### src/rtl/psd_multi.sv
// psd_multi: multi-pattern serial sequence detector.
// Ports: clk/resetn (sync, active-low); cfg_* write a pattern slot and
//   cfg_err flags a rejected write; din_valid/din carry the bit stream;
//   overlap selects match mode; cnt_clr clears hit_cnt; hit/hit_any/
//   hit_idx/hit_cnt report matches one cycle after the final bit.
module psd_multi #(
   parameter int MAX_LEN = 8,
   parameter int NUM_PAT = 4,
   parameter int CNT_W   = 8,
   localparam int LW = $clog2(MAX_LEN + 1),
   localparam int IW = (NUM_PAT > 1) ? $clog2(NUM_PAT) : 1
) (
   input  logic               clk,
   input  logic               resetn,
   input  logic               cfg_we,
   input  logic [IW-1:0]      cfg_idx,
   input  logic [LW-1:0]      cfg_len,
   input  logic [MAX_LEN-1:0] cfg_pattern,
   input  logic               cfg_en,
   output logic               cfg_err,
   input  logic               din_valid,
   input  logic               din,
   input  logic               overlap,
   input  logic               cnt_clr,
   output logic [NUM_PAT-1:0] hit,
   output logic               hit_any,
   output logic [IW-1:0]      hit_idx,
   output logic [CNT_W-1:0]   hit_cnt
);

   localparam logic [LW-1:0]    LEN_MAX = LW'(MAX_LEN);
   localparam logic [IW:0]      PAT_NUM = (IW+1)'(NUM_PAT);
   localparam logic [CNT_W-1:0] CNT_MAX = '1;

   logic               en_q   [NUM_PAT];
   logic               en_d   [NUM_PAT];
   logic [LW-1:0]      len_q  [NUM_PAT];
   logic [LW-1:0]      len_d  [NUM_PAT];
   logic [MAX_LEN-1:0] pat_q  [NUM_PAT];
   logic [MAX_LEN-1:0] pat_d  [NUM_PAT];
   logic [LW-1:0]      fill_q [NUM_PAT];
   logic [LW-1:0]      fill_d [NUM_PAT];

   logic [MAX_LEN-1:0] hist_q, hist_d, hist_new;
   logic [NUM_PAT-1:0] hit_q, hit_d;
   logic               any_q, any_d;
   logic [IW-1:0]      idx_q, idx_d;
   logic [CNT_W-1:0]   cnt_q, cnt_d;
   logic               err_q, err_d;
   logic               cfg_ok;

   // Fill counts beats since the slot was (re)armed; a match needs at
   // least len beats in that window, compared one bit wider so that
   // fill+1 cannot wrap.
   function automatic logic slot_match(
      input logic               en,
      input logic [LW-1:0]      fill,
      input logic [LW-1:0]      len,
      input logic [MAX_LEN-1:0] pat,
      input logic [MAX_LEN-1:0] hist
   );
      logic [LW:0]        fill_p1;
      logic [MAX_LEN-1:0] mask;
      fill_p1 = {1'b0, fill} + (LW+1)'(1);
      mask    = ~({MAX_LEN{1'b1}} << len);
      return en && (fill_p1 >= {1'b0, len}) &&
             (((hist ^ pat) & mask) == '0);
   endfunction

   function automatic logic [LW-1:0] sat_inc(input logic [LW-1:0] f);
      return (f == LEN_MAX) ? f : f + LW'(1);
   endfunction

   assign cfg_ok = cfg_we && (cfg_len != '0) && (cfg_len <= LEN_MAX) &&
                   ({1'b0, cfg_idx} < PAT_NUM);

   assign hist_new = {hist_q[MAX_LEN-2:0], din};

   always_comb begin
      hist_d = din_valid ? hist_new : hist_q;
      err_d  = cfg_we && !cfg_ok;
      hit_d  = '0;
      for (int i = 0; i < NUM_PAT; i++) begin
         en_d[i]   = en_q[i];
         len_d[i]  = len_q[i];
         pat_d[i]  = pat_q[i];
         fill_d[i] = fill_q[i];
         // A write takes the slot out of this cycle's beat entirely.
         if (cfg_ok && (cfg_idx == IW'(i))) begin
            en_d[i]   = cfg_en;
            len_d[i]  = cfg_len;
            pat_d[i]  = cfg_pattern;
            fill_d[i] = '0;
         end else if (din_valid) begin
            fill_d[i] = sat_inc(fill_q[i]);
            if (slot_match(en_q[i], fill_q[i], len_q[i],
                           pat_q[i], hist_new)) begin
               hit_d[i] = 1'b1;
               if (!overlap)
                  fill_d[i] = '0;
            end
         end
      end
   end

   always_comb begin
      any_d = |hit_d;
      idx_d = '0;
      for (int i = NUM_PAT - 1; i >= 0; i--)
         if (hit_d[i])
            idx_d = IW'(i);
   end

   always_comb begin
      cnt_d = cnt_q;
      if (cnt_clr)
         cnt_d = '0;
      else if (any_d && (cnt_q != CNT_MAX))
         cnt_d = cnt_q + CNT_W'(1);
   end

   always_ff @(posedge clk) begin
      if (!resetn) begin
         for (int i = 0; i < NUM_PAT; i++) begin
            en_q[i]   <= 1'b0;
            len_q[i]  <= '0;
            pat_q[i]  <= '0;
            fill_q[i] <= '0;
         end
         hist_q <= '0;
         hit_q  <= '0;
         any_q  <= 1'b0;
         idx_q  <= '0;
         cnt_q  <= '0;
         err_q  <= 1'b0;
      end else begin
         for (int i = 0; i < NUM_PAT; i++) begin
            en_q[i]   <= en_d[i];
            len_q[i]  <= len_d[i];
            pat_q[i]  <= pat_d[i];
            fill_q[i] <= fill_d[i];
         end
         hist_q <= hist_d;
         hit_q  <= hit_d;
         any_q  <= any_d;
         idx_q  <= idx_d;
         cnt_q  <= cnt_d;
         err_q  <= err_d;
      end
   end

   assign hit     = hit_q;
   assign hit_any = any_q;
   assign hit_idx = idx_q;
   assign hit_cnt = cnt_q;
   assign cfg_err = err_q;

endmodule

### config.mk
export PLATFORM = sky130hd
export DESIGN_NAME = psd_multi
export DESIGN_NICKNAME = d
export VERILOG_FILES = /design/src/rtl/psd_multi.sv
export SDC_FILE = /design/constraint.sdc
export NUM_CORES = 1
export LEC_CHECK = 0
export BUFFER_PORTS_ARGS = -buffer_cell sky130_fd_sc_hd__buf_2
export CAP_MARGIN = 15
export CORE_AREA = 2 2 107 109
export CTS_BUF_LIST = sky130_fd_sc_hd__clkbuf_16
export DETAILED_ROUTE_END_ITERATION = 16
export DIE_AREA = 0 0 109 111
export PLACE_DENSITY = 0.66
export SYNTH_ARGS = -nofsm -noshare
export SYNTH_HDL_FRONTEND = slang
export SYNTH_SLANG_ARGS = --single-unit
export TNS_END_PERCENT = 1
### constraint.sdc
create_clock -name clk -period 3.32 [get_ports clk]
set_input_delay 0 -clock clk [delete_from_list [all_inputs] [get_ports clk]]
set_output_delay 0 -clock clk [all_outputs]
set_load 0.01 [all_outputs]
==> Word level (Yosys, flattened, before mapping) <==
Memory sizes are Yosys's and may differ from the RTL's.
Index checks and enable logic that the tools add are counted.
{ "classes": {"addsub": 9, "magnitude_cmp": 5, "n_eq_ne": 8, "n_shift": 4, "mux": 65, "bitwise_logic": 29, "n_reduce_logical": 27} }
{ "ops": {"columns": ["cell", "n"], "rows": [
  ["4-bit two-way mux", 32],
  ["8-bit two-way mux", 8],
  ["8-bit bitwise AND", 4],
  ["8-bit zero test", 4],
  ["8-bit inverter", 4],
  ["8-bit by 4-bit left shift with 8-bit output (first input constant)", 4],
  ["8-bit bitwise XOR", 4],
  ["1-bit two-way mux", 23],
  ["4-bit by 1-bit adder with 5-bit output (second input constant)", 4],
  ["5-bit by 4-bit >= comparator with 1-bit output", 4],
  ["4-bit by 1-bit adder with 4-bit output (second input constant)", 4],
  ["4-bit == test (second input constant)", 4],
  ["1-bit logical AND", 16],
  ["1-bit OR", 16],
  ["8-bit by 1-bit adder with 8-bit output (second input constant)", 1],
  ["8-bit != test (second input constant)", 1],
  ["2-bit == test (second input constant)", 2],
  ["4-bit <= comparator (second input constant)", 1],
  ["2-bit two-way mux", 2],
  ["4-bit nonzero test", 1],
  ["2-bit OR reduction", 2],
  ["4-bit OR reduction", 1],
  ["3-bit OR reduction", 1],
  ["2-bit by 1-bit == test with 1-bit output (second input constant)", 1],
  ["other kinds (3)", 3]
]} }
{ "totals": {"regBits": 23, "mem_bits_rw": 68, "out_inout_bits": 16, "wordCells": 158, "memories": 4} }
{ "memory_table": {"columns": ["name", "words", "word_bits", "read_ports", "rd_clocked_by_memory_dff", "write_ports", "line", "source"], "rows": [
  ["pat_q", 4, 8, 4, 0, 4, "39", "logic [MAX_LEN-1:0] pat_q [NUM_PAT];"],
  ["fill_q", 4, 4, 4, 0, 4, "41", "logic [LW-1:0] fill_q [NUM_PAT];"],
  ["len_q", 4, 4, 4, 0, 4, "37", "logic [LW-1:0] len_q [NUM_PAT];"],
  ["en_q", 4, 1, 4, 0, 4, "35", "logic en_q [NUM_PAT];"]
]} }

==> Longest topological paths before layout <==
Gate-level depths: netlist of the first run.
An unclocked memory read counts as a cell.
{ "depth": {"depth_word": 12, "depth_mapped": 10, "mapped_depth_nobuf": 9} }

==> Least setup slack after synthesis of the first run <==
OpenSTA, ideal clock, no wires.
{ "synth_timing": {"path_type": "register to register", "from": "memory fill_q[1][0] (netlist bit)", "to": "register cnt_q[5] (netlist: hit_cnt[5])", "setup_time_ns": 0.074, "t_arrival_ns": 2.580, "setup_slack_ns": 0.666, "stages_incl_launch_ff": 11, "n_path_buf": 1, "path_cell_list": "dfxtp_1 > inv_1 > ha_1 > ha_1 > a211oi_1 > o21a_1 > or4_1 > o32a_1 > buf_2 > a2111o_1 > o21ai_0"} }
{ "synth_lines": {"columns": ["element", "line", "source"], "rows": [
  ["from (decl)", "41", null],
  ["to (signal assigned)", "147", "cnt_q <= cnt_d;"],
  ["to (decl)", "48", "logic [CNT_W-1:0] cnt_q, cnt_d;"]
]} }

==> impl_metrics.toml, run 1 <==
[outcome]
outcome = "completed"

[timing]
final-max-slew-violation-count = 0
timing.fmax_mhz = 334.0
rsz0062_at_grt = "no"
worst_pin_slew_ns = 0.6831
final-hold-violation-count = 0
hold-worst-slack_ns = 0.02888
fin_skew_ns = 0.01130
slew_headroom_pct = 54.46
finalSetupViolations = 0
period_needed_ns = 2.994
setup_tns_ns = 0
period_share_pct = 90.19

[clock_tree]
cts.path.max_buffers = 2
cts_setup_buffers = 0
ctsResizeCount = 0
clockRootBuffer = "clkbuf_16"
cts_tree = "built"
clk_pin_slew_worst_paths_ns = 0.07
numCtsBuffers = 9
ctsHtreeMaxLevel = 3
clkSinkCount = 91
worst_skew_pair.late_latency_ns = 0.35
cts_hold_buf = 14

[job]
max-cap-violations = 0

[die]
ios = 38
start_util_pct = 43.88
core_area_um2 = 11080
rows = 39
dieHeight_um = 111
dieWidth_um = 109
die-area_um2 = 12100

[global_routing]
grt_pass1_vias = 3978
grt_max_degree = 65
overflow = 0
grt_pass1_wl_mm = 19.67
antenna_found_initial = 0
grtUsageTotal_pct = 20.73

[setup_path]
crit_slowest_cell = "or4_1"
crit_fanout = 12
cp.arrival_ns = 3.26
cpLargestDelayFamily = "compound AO/OA/AOI/OAI gates"
crit_chain = "inv_1 -> ha_1 -> ha_1 -> a211oi_1 -> o21a_1 -> or4_1 -> o32a_1 -> a21boi_0 -> mux2i_1"
crit_required_ns = 3.59
crit_buf_inv = 1
cp_common_cell = "ha_1"
critical_path_class = "reg2reg"
critPathLaunchType = "flip-flop"
slowest_delay_ns = 0.57
end_kind = "flip-flop"

[min_path]
hold_path_class = "in2reg"

[final_layout]
syn2layout_area_growth_pct = 13.62
num_antenna_cells = 0
layout.nets = 667
final_cell_mix = "nand2_1 (110), dfxtp_1 (88), a21oi_1 (63), buf_2 (37), nor2_1 (31)"
drive_gt1_share_pct = 11.04
layout_commonest_cell = "nand2_1"

[logic_synthesis]
synth_area_um2 = 4861
synth_cells = 593
synthDistinctLibCells = 58
synth_area_leaders = "dfxtp_1 (36%), nand2_1 (8.5%), a21oi_1 (6.5%), ha_1 (6.4%), mux2i_1 (4.9%)"
synth.largest_area_cell = "dfxtp_1"
synth_seq_cells = 91
synth_ff_type = "dfxtp_1"
yosysWarnings = 0
ys_seq_area_share_pct = 38.10
synth_nets = 640
synth_edf_count = 3
netlist.area_leader.share_pct = 36.24
syn_area_per_cell_um2 = 8.197
ys_async_sr_fraction_pct = 0

[detailed_routing]
drc_errors = 0
vias_per_cell = 5.503
wl_mm = 11.79
first_pass_iters = 5
drt_iter0_markers = 271
vias = 4226
wire_per_inst_um = 15.35
postRouteAntennaNets = 0

[placement]
port_buffers = 37
gp_congestion = 0.8473
hpwl_mm = 8.467

[power]
peakVddDrop_mv = 0.2546
p_per_area_nw_per_um2 = 459.6
p_leak_nw = 2.215
[worst min-delay path, stage by stage]
cell	delay [ns]
buf_2	0.08
nand2_1	0.12
inv_1	0.08
[state kept, by name (all words and copies together), names as in the netlist]
name,count
hit_cnt,8
hist_q,7
hit,4
pat_q,32
len_q,16
hit_idx,2
cfg_err,1
en_q,4
fill_q,16
hit_any,1
[cells in the mapped netlist (2+ instances only)]
master,n
a21oi_1,63
xor2_1,18
edfxtp_1,3
nand4_1,4
mux2i_1,24
nor3b_1,7
nand2b_1,5
xnor2_1,25
o21a_1,4
a31oi_1,7
nor2_1,31
nand2_1,110
a21boi_0,2
and3_1,4
a2111o_1,2
dfxtp_1,88
o21ai_0,22
or2_2,2
a211oi_1,8
or3b_2,2
ha_1,25
nand3_1,18
or3_1,6
nand3b_1,3
nor3_1,7
or4_1,3
o31ai_1,2
nor2b_1,4
clkbuf_1,28
buf_2,8
o221ai_1,2
inv_1,27
buf_6,2
o22ai_1,3
[through the flow]
stage / instance area [um2] / total power [mW] / util (%) / std cells / setup WS [ns]
after floorplan: 4861 / 1.408 / - / 593 / 0.6662
after global placement: 5084 / 1.489 / 45.89 / 738 / 0.4682
after detailed placement: 5084 / 1.499 / 45.89 / 738 / 0.3769
after CTS: 5523 / 2.548 / 49.86 / 768 / 0.3360
after global routing: 5523 / 2.654 / 49.86 / 768 / 0.1226
final: 5523 / 2.538 / 49.86 / 768 / 0.3257
[logic make-up after synthesis]
logic type,synth area share [%]
buffers and inverters,5.766
AO/OA/AOI/OAI,16.24
AND/OR/NAND/NOR,20.77
XOR/XNOR,7.748
adder cells (fa/ha/maj),6.435
multiplexers,4.942
flip-flops,38.10
[layout make-up]
type,instances,area (um2)
Fill cell,1051,5554
Clock inverter,7,73.82
Inverter,27,101.3
Tap cell,143,178.9
Timing Repair Buffer,56,362.8
Clock buffer,9,225.2
Sequential cell,91,1852
Multi-Input combinational cell,435,2729
[report_power, final]
part | leakage (nW) | internal, mW | switching [mW] | total [mW]
clock network | 0.144 | 0.588 | 0.459 | 1.05
registers | 0.743 | 1.14 | 0.0365 | 1.17
logic | 1.33 | 0.134 | 0.185 | 0.319
total | 2.21 | 1.86 | 0.680 | 2.54
[worst paths after layout]
kind	from	to	slack (ns)	cells past startpoint
max	fill_q[1][0]	hit_cnt[0]	0.33	9
min	cfg_en	en_q[2]	0.03	3
min reg2reg	pat_q[2][4]	pat_q[2][4]	0.47	2
max reg2reg	fill_q[1][0]	hit_cnt[0]	0.33	9
[layer usage]
metal  global-route usage (%)  vias up  share of wire (%)
li1                         -     2093                  -
met4                    7.521        0                2.1
met1                    28.81     2026                 47
met2                    32.75       85                 48
met5                        0        -                  0
met3                    2.528       22                3.0
Note: power is estimated with default switching activity, not from simulation.
==> run 2, diff against run 1 <==
CELL_PAD_IN_SITES_DETAIL_PLACEMENT = 1   (was default)
CELL_PAD_IN_SITES_GLOBAL_PLACEMENT = 1   (was default)
PLACE_DENSITY = 0.83   (was 0.66)
==> impl_metrics.toml, run 2 (synthesis gave the netlist of run 1 again) <==
[clock_tree]
clk_pin_slew_worst_paths_ns = 0.07
ctsResizeCount = 0
cts_tree = "built"
numCtsBuffers = 9
cts_hold_buf = 14
ctsHtreeMaxLevel = 3
worst_skew_pair.late_latency_ns = 0.34
clkSinkCount = 91
cts.path.max_buffers = 2
clockRootBuffer = "clkbuf_16"
cts_setup_buffers = 0

[final_layout]
reg.largest.list = "pat_q x32, fill_q x16, len_q x16"
layout.nets = 667
drive_gt1_share_pct = 10.88
stdcell_count = 768
fin_util_pct = 49.97
num_antenna_cells = 0
layout_commonest_cell = "nand2_1"
final_cell_mix = "nand2_1 (110), dfxtp_1 (88), a21oi_1 (63), buf_2 (37), nor2_1 (31)"
nFillCells = 1328
syn2layout_area_growth_pct = 13.87
top_register = "pat_q"
multi_input_comb_area_um2 = 2729
seq_area_um2 = 1852
largest_reg_flops = 32

[power]
p_per_area_nw_per_um2 = 465.6
peakVddDrop_mv = 0.2128
p_leak_nw = 2.224
seq_power_share_pct = 45.6
p_comb_share_pct = 12.9
switching_share_pct = 26.36
clkPwrFrac_pct = 41.5
p_int_mw = 1.898
switchingPower_mw = 0.6795

[timing]
final-hold-violation-count = 0
setup_tns_ns = 0
finalSetupViolations = 0
period_needed_ns = 3.081
fin_skew_ns = 0.005600
period_share_pct = 92.80
slew_headroom_pct = 59.16
timing.fmax_mhz = 324.6
final-max-slew-violation-count = 0
worst_pin_slew_ns = 0.6041
rsz0062_at_grt = "no"

[die]
ios = 38
start_util_pct = 43.88
rows = 39
dieWidth_um = 109
die-area_um2 = 12100
core_area_um2 = 11080
dieHeight_um = 111

[global_routing]
grt_pass1_wl_mm = 22.80
antenna_found_initial = 0
grt_max_degree = 36
overflow = 0
grtUsageTotal_pct = 24.38
grt_pass1_vias = 4381

[detailed_routing]
postRouteAntennaNets = 0
drc_errors = 0
first_pass_iters = 4
vias_per_cell = 5.586
drt_iter0_markers = 167
wire_per_inst_um = 18.33
wl_mm = 14.08
vias = 4290

[placement]
placed_cells = 738
port_buffers = 37
gp_congestion = 0.8291
hpwl_mm = 9.995

[min_path]
hp-start = "din"
hold_path_class = "in2reg"

[setup_path]
worstReg2RegStart = "fill_q[1][0]"
crit_path_start = "fill_q[1][0]"
crit_required_ns = 3.58
critPathLaunchType = "flip-flop"
end_kind = "flip-flop"
critical_path_class = "reg2reg"
crit_fanout = 12
cp.arrival_ns = 3.35

[outcome]
outcome = "completed"

[job]
max-cap-violations = 0
==> run 2: cell types whose count changed in the layout (fill, tap and decap cells not counted) <==
cell	delta
clkbuf_16	+1
clkinv_1	+1
clkinv_4	+1
clkinvlp_4	-1
inv_6	-2
==> run 2: power by group through the flow <==
stage	Sequential [mW]	Combinational, mW	Clock (mW)
floorplan	1.19	0.223	0
global placement	1.20	0.301	0
detailed placement	1.20	0.313	0
CTS	1.18	0.332	1.08
global route	1.18	0.369	1.13
finish	1.18	0.332	1.07
==> run 2: cell type report <==
type / instances / share of cell area [%]
Tap cell: 143 / 3.232
Multi-Input combinational cell: 435 / 49.30
Timing Repair Buffer: 56 / 6.555
Clock inverter: 6 / 1.108
Inverter: 27 / 1.831
Clock buffer: 10 / 4.521
Sequential cell: 91 / 33.45
==> run 2: critical path, stage by stage, from the launching register on <==
cell and delay [ns]:
dfxtp_1 0.39, ha_1 0.27, xor2_1 0.20, ha_1 0.19, o21ai_0 0.09, o21a_1 0.19, or4_1 0.60, o32a_1 0.38
a21boi_0 0.42, mux2i_1 0.26
==> run 2: per-stage QoR <==
step	hold WS, ns	worst slack, ns	total power [mW]	area (um2)
after floorplan	0.1360	0.6662	1.408	4861
after global placement	0.2827	0.4315	1.496	5084
after CTS	0.02881	0.2328	2.583	5535
after global routing	0.04310	0.05790	2.677	5535
final	0.03003	0.2390	2.577	5535
after detailed placement	0.2779	0.2803	1.513	5084
==> run 2: metal layers <==
layer	global-route usage (%)	wire (um)	up-vias
li1	-	-	2085
met5	0	0	-
met1	31.25	6368	2092
met3	3.762	452	27
met2	40.54	6943	86
met4	9.658	311	0
==> run 2: final timing paths <==
path                  to  slack (ns)  cells past startpoint
max           hit_cnt[0]        0.24                      9
min            hist_q[0]        0.03                      3
max reg2reg   hit_cnt[0]        0.24                      9
min reg2reg  pat_q[2][0]        0.47                      2
==> run 3, diff against run 2 <==
GPL_TIMING_DRIVEN = 0   (was default)
==> impl_metrics.toml, run 3 (synthesis gave the netlist of run 1 again) <==
[final_layout]
top_register = "pat_q"
fin_util_pct = 50.79
layout.nets = 700
nFillCells = 1376
largest_reg_flops = 32
stdcell_count = 800
num_antenna_cells = 0
final_cell_mix = "nand2_1 (110), dfxtp_1 (88), a21oi_1 (63), buf_2 (43), nor2_1 (31)"
layout_commonest_cell = "nand2_1"
drive_gt1_share_pct = 10.35
syn2layout_area_growth_pct = 15.73
reg.largest.list = "pat_q x32, fill_q x16, len_q x16"

[timing]
hold-worst-slack_ns = 0.02215
period_needed_ns = 3.026
worst_pin_slew_ns = 0.7621
slew_headroom_pct = 49.19
setup_tns_ns = 0
finalSetupViolations = 0
final-max-slew-violation-count = 0
rsz0062_at_grt = "no"
final-hold-violation-count = 0
period_share_pct = 91.15
setup_slack_ns = 0.2940
timing.fmax_mhz = 330.5
fin_skew_ns = 0.007465

[setup_path]
crit_fanout = 10
path_depth = 10
cpLargestDelayFamily = "compound AO/OA/AOI/OAI gates"
reg2reg_depth = 10
crit_slowest_cell = "or4_1"
crit_buf_inv = 1
critPathLaunchType = "flip-flop"
crit_required_ns = 3.60
crit_path_start = "fill_q[1][0]"
slowest_delay_ns = 0.59
worstReg2RegStart = "fill_q[1][0]"
crit_chain = "ha_1 -> xor2_1 -> ha_1 -> o21ai_0 -> o21a_1 -> or4_1 -> o32a_1 -> buf_2 -> a2111o_1 -> o21ai_0"
crit_path_end = "hit_cnt[7]"
rrSetupSlack_ns = 0.29
cp.arrival_ns = 3.31
end_kind = "flip-flop"
rr_endpoint = "hit_cnt[7]"
critical_path_class = "reg2reg"

[power]
peakVddDrop_mv = 0.2355
p_per_area_nw_per_um2 = 442.2
switching_share_pct = 26.99
seq_power_share_pct = 46.9
p_comb_share_pct = 14.3
clkPwrFrac_pct = 38.8
p_int_mw = 1.816
switchingPower_mw = 0.6714
p_leak_nw = 2.265

[detailed_routing]
vias = 4412
wl_mm = 14.33
drc_errors = 0
drt_iter0_markers = 211
vias_per_cell = 5.515
postRouteAntennaNets = 0
first_pass_iters = 5
wire_per_inst_um = 17.92

[die]
ios = 38
dieWidth_um = 109
dieHeight_um = 111
core_area_um2 = 11080
start_util_pct = 43.88
die-area_um2 = 12100
rows = 39

[clock_tree]
clkSinkCount = 91
cts.path.max_buffers = 2
cts_setup_buffers = 0
cts_tree = "built"
ctsHtreeMaxLevel = 3
ctsResizeCount = 0
clk_pin_slew_worst_paths_ns = 0.07
numCtsBuffers = 9
worst_skew_pair.late_latency_ns = 0.35
clockRootBuffer = "clkbuf_16"

[placement]
gp_congestion = 0.8525
placed_cells = 771
port_buffers = 35
hpwl_mm = 10.77
place_ws_ns = 0.3076

[min_path]
hold_path_class = "in2reg"
hp-start = "resetn"

[job]
max-cap-violations = 0

[global_routing]
overflow = 0
grtUsageTotal_pct = 25.08
grt_pass1_vias = 4466
grt_pass1_wl_mm = 23.37
antenna_found_initial = 0
grt_max_degree = 14

[outcome]
outcome = "completed"
## run 3: changes by cell type in the layout (fill, tap and decap cells not counted), sizes merged
cell    change
clkbuf     +28
buf         +5
bufinv      -1
clkinv      -1
inv         +1
## run 3: power groups by stage
stage	combinational, mW	sequential, mW	clock, mW
2_1_floorplan	0.223	1.19	0
3_3_place_gp	0.326	1.19	0
6_report	0.357	1.17	0.964
4_1_cts	0.356	1.17	0.980
5_1_grt	0.394	1.17	1.03
3_5_place_dp	0.342	1.19	0
## run 3: worst min path at each step
stage / end / depth (start not counted) / slack (ns)
after CTS: hit_idx[0] / 2 / 0.01
after global routing: hit_idx[0] / 2 / 0.02
after floorplan: len_q[2][3] / 2 / 0.14
after detailed placement: cfg_err / 2 / 0.28
after global placement: cfg_err / 2 / 0.28
final: hit_idx[0] / 2 / 0.02
## run 3: what timing repair did
item	4_1_cts	5_1_grt
setup endpoints to repair	0	0
hold buffers	14	0
endpoints found under the hold margin	47	0
## run 3: through the flow
| step | cell area [um2] | power [mW] |
|---|---|---|
| floorplan | 4861 | 1.408 |
| global placement | 5215 | 1.513 |
| detailed placement | 5215 | 1.532 |
| CTS | 5625 | 2.503 |
| global route | 5625 | 2.591 |
| finish | 5625 | 2.488 |
## run 3: metal layers
metal	part of all wire (%)	global-route usage, %
met1	46	33.32
met2	48	40.75
met5	0	0
met4	2.0	8.974
met3	3.9	4.056
## run 3: cell type report
| type | instances | area (um2) | share of cell area (%) |
|---|---|---|---|
| Clock inverter | 5 | 20.02 | 0.3559 |
| Inverter | 27 | 101.3 | 1.802 |
| Tap cell | 143 | 178.9 | 3.181 |
| Buffer | 40 | 178.9 | 3.181 |
| Timing Repair Buffer | 49 | 315.3 | 5.605 |
| Clock buffer | 10 | 250.2 | 4.448 |
| Sequential cell | 91 | 1852 | 32.92 |
| Multi-Input combinational cell | 435 | 2729 | 48.51 |
